**src/rtl/hwag_sync_ctrl.sv**
```systemverilog
// HWAG sync sequencer: prime -> gap search -> verify -> synced.
// Owns tooth index, sync/loss events and saturating error count.
//
// Ports:
//   clk_i        system clock
//   rst_i        synchronous reset, active-low
//   ena_i        capture enable; low forces IDLE
//   edge_i       one-cycle strobe per filtered tooth edge
//   period_i     period ending at this edge (valid with edge_i)
//   gap_i        gap-search result (valid with edge_i)
//   ovf_i        period counter overflow (wheel stalled)
//   pmin_i       minimum legal period, inclusive
//   pmax_i       maximum legal period, inclusive
//   tooth_top_i  last tooth index before the gap
//   err_clr_i    strobe, clears err_cnt_o
//   state_o      FSM state code
//   synced_o     high while in SYNC
//   tooth_o      tooth index (0 outside VERIFY/SYNC)
//   sync_ev_o    pulse on entry to SYNC
//   lost_ev_o    pulse when SYNC is lost (not via ena/rst)
//   err_cnt_o    saturating error count
module hwag_sync_ctrl #(
   parameter int PW = 24,
   parameter int TW = 8,
   parameter int EW = 8
) (
   input  logic          clk_i,
   input  logic          rst_i,
   input  logic          ena_i,
   input  logic          edge_i,
   input  logic [PW-1:0] period_i,
   input  logic          gap_i,
   input  logic          ovf_i,
   input  logic [PW-1:0] pmin_i,
   input  logic [PW-1:0] pmax_i,
   input  logic [TW-1:0] tooth_top_i,
   input  logic          err_clr_i,
   output logic [2:0]    state_o,
   output logic          synced_o,
   output logic [TW-1:0] tooth_o,
   output logic          sync_ev_o,
   output logic          lost_ev_o,
   output logic [EW-1:0] err_cnt_o
);

   typedef enum logic [2:0] {
      IDLE   = 3'd0,
      PRIME  = 3'd1,
      SEARCH = 3'd2,
      VERIFY = 3'd3,
      SYNC   = 3'd4,
      LOST   = 3'd5
   } state_t;

   state_t        state_q, state_d;
   logic [1:0]    good_q, good_d;
   logic [TW-1:0] tooth_q, tooth_d;
   logic [EW-1:0] err_q, err_d;
   logic          synced_q, synced_d;
   logic          sync_ev_q, sync_ev_d;
   logic          lost_ev_q, lost_ev_d;
   logic          err_inc;
   logic          ok;

   assign ok = (period_i >= pmin_i) && (period_i <= pmax_i);

   always_comb begin
      state_d   = state_q;
      good_d    = good_q;
      tooth_d   = tooth_q;
      sync_ev_d = 1'b0;
      lost_ev_d = 1'b0;
      err_inc   = 1'b0;
      if (!ena_i) begin
         state_d = IDLE;
         good_d  = '0;
         tooth_d = '0;
      end else if (ovf_i && state_q != IDLE) begin
         // stalled wheel: restart, concurrent edge ignored
         state_d   = PRIME;
         good_d    = '0;
         tooth_d   = '0;
         lost_ev_d = (state_q == SYNC);
      end else begin
         case (state_q)
            IDLE: begin
               state_d = PRIME;
               good_d  = '0;
               tooth_d = '0;
            end
            PRIME: begin
               if (edge_i) begin
                  if (!ok) begin
                     good_d = '0;
                  end else if (good_q == 2'd2) begin
                     state_d = SEARCH;
                     good_d  = '0;
                  end else begin
                     good_d = good_q + 2'd1;
                  end
               end
            end
            SEARCH: begin
               if (edge_i) begin
                  if (!ok) begin
                     state_d = PRIME;
                     good_d  = '0;
                  end else if (gap_i) begin
                     state_d = VERIFY;
                     tooth_d = '0;
                  end
               end
            end
            VERIFY, SYNC: begin
               if (edge_i) begin
                  if (!ok) begin
                     state_d   = PRIME;
                     good_d    = '0;
                     tooth_d   = '0;
                     err_inc   = 1'b1;
                     lost_ev_d = (state_q == SYNC);
                  end else if (gap_i && tooth_q == tooth_top_i) begin
                     state_d   = SYNC;
                     tooth_d   = '0;
                     sync_ev_d = (state_q == VERIFY);
                  end else if (!gap_i && tooth_q < tooth_top_i) begin
                     tooth_d = tooth_q + 1'b1;
                  end else begin
                     // early gap, missing gap, or index past a lowered top
                     err_inc = 1'b1;
                     tooth_d = '0;
                     if (state_q == VERIFY) begin
                        state_d = SEARCH;
                     end else begin
                        state_d   = LOST;
                        lost_ev_d = 1'b1;
                     end
                  end
               end
            end
            LOST: begin
               state_d = PRIME;
               good_d  = '0;
               tooth_d = '0;
            end
            default: begin
               state_d = IDLE;
               good_d  = '0;
               tooth_d = '0;
            end
         endcase
      end
      synced_d = (state_d == SYNC);
   end

   always_comb begin
      err_d = err_q;
      if (err_clr_i) begin
         err_d = '0;
      end else if (err_inc && err_q != '1) begin
         err_d = err_q + 1'b1;
      end
   end

   always_ff @(posedge clk_i) begin
      if (!rst_i) begin
         state_q   <= IDLE;
         good_q    <= '0;
         tooth_q   <= '0;
         err_q     <= '0;
         synced_q  <= 1'b0;
         sync_ev_q <= 1'b0;
         lost_ev_q <= 1'b0;
      end else begin
         state_q   <= state_d;
         good_q    <= good_d;
         tooth_q   <= tooth_d;
         err_q     <= err_d;
         synced_q  <= synced_d;
         sync_ev_q <= sync_ev_d;
         lost_ev_q <= lost_ev_d;
      end
   end

   assign state_o   = state_q;
   assign synced_o  = synced_q;
   assign tooth_o   = tooth_q;
   assign sync_ev_o = sync_ev_q;
   assign lost_ev_o = lost_ev_q;
   assign err_cnt_o = err_q;

endmodule
```
**config.mk**
```make
export PLATFORM = sky130hd
export DESIGN_NAME = hwag_sync_ctrl
export DESIGN_NICKNAME = d
export VERILOG_FILES = /design/src/rtl/hwag_sync_ctrl.sv
export SDC_FILE = /design/constraint.sdc
export NUM_CORES = 1
export LEC_CHECK = 0
export BUFFER_PORTS_ARGS = -buffer_cell sky130_fd_sc_hd__buf_2
export CELL_PAD_IN_SITES_DETAIL_PLACEMENT = 1
export CELL_PAD_IN_SITES_GLOBAL_PLACEMENT = 1
export CORE_MARGIN = 5
export CORE_UTILIZATION = 35
export CTS_BUF_LIST = sky130_fd_sc_hd__clkbuf_4 sky130_fd_sc_hd__clkbuf_8 sky130_fd_sc_hd__clkbuf_16
export DETAILED_ROUTE_END_ITERATION = 12
export PLACE_DENSITY_LB_ADDON = 0.1
export SETUP_SLACK_MARGIN = 0.15
export SYNTH_ARGS = -nofsm -noshare
export SYNTH_HDL_FRONTEND = slang
export SYNTH_SLANG_ARGS = --single-unit
```
**constraint.sdc**
```tcl
create_clock -name clk_i -period 2.9 [get_ports clk_i]
set_input_delay 0.435 -clock clk_i [delete_from_list [all_inputs] [get_ports clk_i]]
set_output_delay 0.435 -clock clk_i [all_outputs]
set_load 0.01 [all_outputs]
```
## Word level (Yosys, flattened, before mapping)

Cells that the tools add are included.

| word-level totals | value |
|---|---|
| register bits after elaboration | 24 |
| input port bits | 87 |
| output and inout bits | 22 |
| word-level logic and storage cells | 95 |

| cells by class | value |
|---|---|
| add/subtract/negate cells | 3 |
| magnitude comparators | 3 |
| equal/unequal tests | 16 |
| muxes and demuxes | 42 |
| bitwise operators | 7 |
| reductions and logical operators | 17 |

Operator list:

| operator | number |
|---|---|
| $mux 8 | 7 |
| $mux 3 | 13 |
| $ge 24x24->1 | 1 |
| $le 24x24->1 | 1 |
| $pmux 8 s3 | 1 |
| $add 8x1->8 const B | 2 |
| $mux 1 | 14 |
| $ne 2x2->1 const B | 6 |
| $pmux 3 s4 | 1 |
| $mux 2 | 5 |
| $eq 3x3->1 const B | 3 |
| $eq 8x8->1 | 1 |
| $lt 8x8->1 | 1 |
| $ne 8x8->1 const B | 1 |
| $not 1->1 | 7 |
| $reduce_or 7->1 | 1 |
| $eq 3x2->1 const B | 2 |
| $reduce_or 2->1 | 3 |
| $reduce_or 3->1 | 2 |
| $logic_and 1x1->1 | 5 |
| $reduce_and 5->1 | 1 |
| $pmux 2 s2 | 1 |
| $eq 3x1->1 const B | 1 |
| $logic_not 3->1 | 1 |
| 7 further kinds | 7 |

## Depth between registers and ports, before layout

| depth | value |
|---|---|
| depth after elaboration | 10 |
| gate-level depth with buffers | 11 |
| depth with buffers taken out | 10 |

## Worst setup path after synthesis

No wires, ideal clock.

| timing | value |
|---|---|
| path type | input port to flip-flop |
| from | input port pmax_i[17] |
| to | register state_q[0] (netlist: state_o[0]) |
| setup time | 117 ps |
| arrival | 2479 ps |
| data required time | 2783 ps |
| slack | 304 ps |
| stages on the path | 10 |
| path buffers | 0 |
| cell sequence | inv_1 ha_1 a21o_1 nand3_1 a21oi_1 nor4_1 a22oi_4 or3b_2 a211o_1 and4b_1 |

| on the way | value |
|---|---|
| cells in the longest elaborated chain, start to end | 7 |
| elaborated cells on any way between the ends | 11 |
| those cells by class | order compare: 1; mux: 9; reduce/logical: 1 |

Ends and longest elaborated chain:

| element | line | source |
|---|---|---|
| start, declared | 35 | `input logic [PW-1:0] pmax_i,` |
| $le 24x24->1 (*) | 65 | `assign ok = (period_i >= pmin_i) && (period_i <= pmax_i);` |
| $logic_and 1x1->1 (*) | 65 |  |
| $mux 3, on equally long branches | 116, 105, 93 |  |
| $mux 3, on equally long branches | 115, 104, 92 |  |
| $pmux 3 s4 (*) | 85 | `case (state_q)` |
| $mux 3 (*) | 78 | `end else if (ovf_i && state_q != IDLE) begin` |
| $mux 3 (*) | 74 | `if (!ena_i) begin` |
| end signal, assigned | 175 | `state_q <= state_d;` |
| end, declared | 55 | `state_t state_q, state_d;` |

Mark *: on every way between the ends. The rest lies on a longest branch, timed or not.
A chain may end at the register's enable or synchronous reset.

## Worst setup path after layout

| timing | value |
|---|---|
| from | input port period_i[21] |
| to | register err_q[5] (netlist: err_cnt_o[5]) |

| on the way | value |
|---|---|
| cells in the longest elaborated chain, start to end | 8 |
| elaborated cells on any way between the ends | 9 |
| those cells by class | order compare: 2; mux: 5; reduce/logical: 2 |

Ends and longest elaborated chain:

| element | line | source |
|---|---|---|
| start, declared | 31 | `input logic [PW-1:0] period_i,` |
| $ge 24x24->1 / $le 24x24->1 (equally long branches) | 65 |  |
| $logic_and 1x1->1 (*) | 65 |  |
| $mux 1 (*) | 116 | `if (!ok) begin` |
| $mux 1 (*) | 115 | `if (edge_i) begin` |
| $mux 1 (*) | 85 |  |
| $mux 1 (*) | 78 |  |
| $mux 1 (*) | 74 |  |
| $logic_and 1x1->1 (*) | 160 | `end else if (err_inc && err_q != '1) begin` |
| end signal, assigned | 178 | `err_q <= err_d;` |
| end, declared | 58 | `logic [EW-1:0] err_q, err_d;` |

Marks and branches as above.

==> impl_metrics.toml <==
[outcome]
status = "finished clean"

[timing]
max-slew-margin-rel_pct = 50.2
tightest_slew_ns = 0.745
period_share_pct = 88.4
finalClockSkew_ns = 0.00657
rsz0062_at_grt = "false"
setup_viol = 0
fmax_mhz = 390
slew_viol_final = 0
fin_crit_ns = 2.56
finalHoldViolCount = 0

[synth]
mappedNetlistArea_sq_um = 2790
syn_inst = 370
yosysMostFrequentCell = "inv_1"
async_reset_ff_share_pct = 0
yosysTopAreaCell = "ha_1"
avgSynthCellArea_sq_um = 7.54
yosysTopAreaCellShare_pct = 26.0
yosys-top-cells-area = "ha_1 (26%), dfxtp_1 (17%), inv_1 (8.6%)"
ys_seq_elements = 24
ys_seq_area_share_pct = 17.2
synthTopCellsByCount = "inv_1 (64), ha_1 (58), nand2_1 (33)"
yosys_most_used_dff = "dfxtp_1"
synth_warnings = 0
syn-num-nets = 515
synth-edff-count = 0
synthDistinctLibCells = 51

[final_layout]
drive_gt1_share_pct = 30.0
utilization_pct = 47.2
n_antenna_cell = 0
finalInstanceArea_sq_um = 3650
area_delta_synth_final_pct = 30.9
nets = 639

[critical_path]
startpoint = "period_i[21]"
worst_path_most_repeated_cell = "buf_4"
reg2reg_depth = 10
arrival_ns = 2.77
worst_ep_required_time_ns = 3.11
cp_max_fo = 6
worstSetupEndpoint = "err_cnt_o[5]"
crit_slowest_cell = "or4_1"
timing.rr.start = "tooth_o[5]"
start_kind = "primary input"
path_cells = "buf_2, ha_1, nand4_2, nor4_4, o31ai_1, buf_4, a22oi_4, buf_4, o31ai_2, or4_1, a21oi_1"
max_stage_delay_ns = 0.49
r2r-end = "err_cnt_o[1]"
end_kind = "register"
path_depth = 11
crit_family = "simple AND/OR/NAND/NOR gates"
criticalPathCategory = "in -> reg"
worst-path-buf-inv = 3
regToRegSetupSlack_ns = 0.42

[clocking]
cts_tree = "done"
numCtsBuffers = 3
postCtsHoldBufs = 0
htree_levels = 1
clock_sinks = 24
clock_latency_ns = 0.27
clkTransAtPathRegs_ns = 0.09
cts-root-buf = "clkbuf_8"
clk_path_buf_depth = 2

[power_and_ir_drop]
leakage_nw = 1.94
power_frac_clock_pct = 27.0
power_mw = 0.878
combPwrFrac_pct = 35.1
p_int_mw = 0.595
powerDensity_nw_per_um2 = 240
vdd_drop_max_mv = 0.145
swShare_pct = 32.2
seq_power_share_pct = 37.9
switchingPower_mw = 0.282

[grt]
grt_pass1_wl_microns = 14600
grt_max_degree = 15
antenna_found_initial = 0
grt_usage_pct = 17.4
overflow = 0
grt_pass1_vias = 3230

[route]
drt-pass1-iter-count = 4
viasPerCell = 5.15
drc = 0
postRouteAntennaNets = 0
drt-total-wl_microns = 8700
drtIter0Drc = 57
num_vias = 3063
wl_per_cell_microns = 14.6

[run]
cap_violations = 0

[hold_path]
hp-class = "in -> reg"

[floorplan]
io_pins = 109
fp.dieW_microns = 99.3
die_height_microns = 99.3
start_util_pct = 36.1
dieArea_sq_um = 9850
core_sq_um = 7730
rows = 32

[placed_design]
hpwl_microns = 7570
placed_area_sq_um = 3550
gp_congestion = 0.815
io_buffers = 108
logic make-up (layout without fill, tap and decap cells):
| group | count (synthesis) | count (layout) | share of synthesized area [%] |
|---|---|---|---|
| AOI/OAI and AO/OA | 88 | 88 | 20.6 |
| xor gates and xnor gates | 3 | 3 | 0.942 |
| adders and majority gates | 58 | 58 | 26.0 |
| buffers and inverters | 71 | 194 | 9.82 |
| DFF | 24 | 24 | 17.2 |
| muxes | 3 | 3 | 1.08 |
| and+or+nand+nor | 123 | 123 | 24.3 |
placed cells by master (no fill, tap or decap), types with 2 or more instances in the layout:
cell,netlist,routed
a211oi_1,4,4
a21boi_0,7,7
a21o_1,6,6
a21oi_1,30,30
a31oi_1,2,2
and2_1,3,3
buf_2,0,108
buf_4,2,17
clkbuf_8,0,4
dfxtp_1,24,24
ha_1,58,58
inv_1,64,64
mux2i_1,3,3
nand2_1,33,33
nand2b_1,4,4
nand3_1,17,17
nand4_1,10,10
nor2_1,17,17
nor2_4,1,2
nor2b_1,6,6
nor3_1,5,4
nor4_4,1,2
o211ai_1,3,3
o21ai_0,10,10
o22ai_1,6,6
o311ai_0,2,2
o31ai_1,6,6
or2_2,2,2
or3_1,8,8
or4_1,5,5
xor2_1,2,2
flip-flops by register name, summed over array words and instances (netlist names):
name       cells
lost_ev_o      1
err_cnt_o      8
state_o        3
synced_o       1
good_q         2
tooth_o        8
sync_ev_o      1
what timing repair did:
action	in CTS	in global routing
buffers inserted	0	1
hold endpoints to repair	0	0
endpoints found under the setup margin	0	18
resized for setup	0	8
per-layer routing:
metal / vias to the layer above / routed length, microns / track usage (%)
met1: 1417 / 3860 / 22.5
li1: 1558 / - / -
met5: - / 0 / 0
met2: 82 / 4300 / 31.2
met4: 0 / 80 / 3.78
met3: 6 / 457 / 1.82
how the worst min path moves through the flow:
| stage | from | endpoint | slack, ns | cells after the start |
|---|---|---|---|---|
| 3_3_place_gp | good_q[1] | good_q[1] | 0.46 | 2 |
| 4_1_cts | ovf_i | lost_ev_o | 0.44 | 3 |
| 6_report | ovf_i | lost_ev_o | 0.45 | 3 |
| 3_5_place_dp | good_q[1] | good_q[1] | 0.48 | 2 |
| 5_1_grt | ovf_i | lost_ev_o | 0.46 | 3 |
| 2_1_floorplan | good_q[1] | good_q[1] | 0.45 | 2 |
metrics by stage:
step,hold slack (ns),cells,setup slack (ns),setup TNS [ns]
3_3_place_gp,0.463,590,-0.0634,-0.140
5_1_grt,0.458,595,0.147,0
6_report,0.452,595,0.337,0
2_1_floorplan,0.446,370,0.304,0
4_1_cts,0.444,594,0.164,0
3_5_place_dp,0.478,590,-0.0887,-0.335
cell type report:
class / count / area [sq um]
well taps: 102 / 128
clock buffers: 4 / 55.1
flip-flops and latches: 24 / 480
repair buffers: 125 / 668
multi-input cells: 275 / 2080
fillers: 1046 / 4080
inverters: 65 / 244
power groups by stage:
| stage | Combinational, mW | Sequential (mW) | Clock [mW] |
|---|---|---|---|
| floorplan | 0.166 | 0.339 | 0 |
| global placement | 0.289 | 0.340 | 0 |
| detailed placement | 0.302 | 0.340 | 0 |
| CTS | 0.305 | 0.333 | 0.246 |
| global route | 0.355 | 0.333 | 0.255 |
| finish | 0.308 | 0.333 | 0.237 |
worst register-to-register path, cell delays in order (launching register included):
cell	delay, ns
dfxtp_1	0.42
ha_1	0.27
a21oi_1	0.14
nor2_1	0.05
a2111oi_0	0.36
buf_4	0.19
and2_1	0.14
nor2_1	0.10
o31ai_2	0.42
mux2i_1	0.24
nor2_1	0.05
Power figures use the tool's default switching activity.
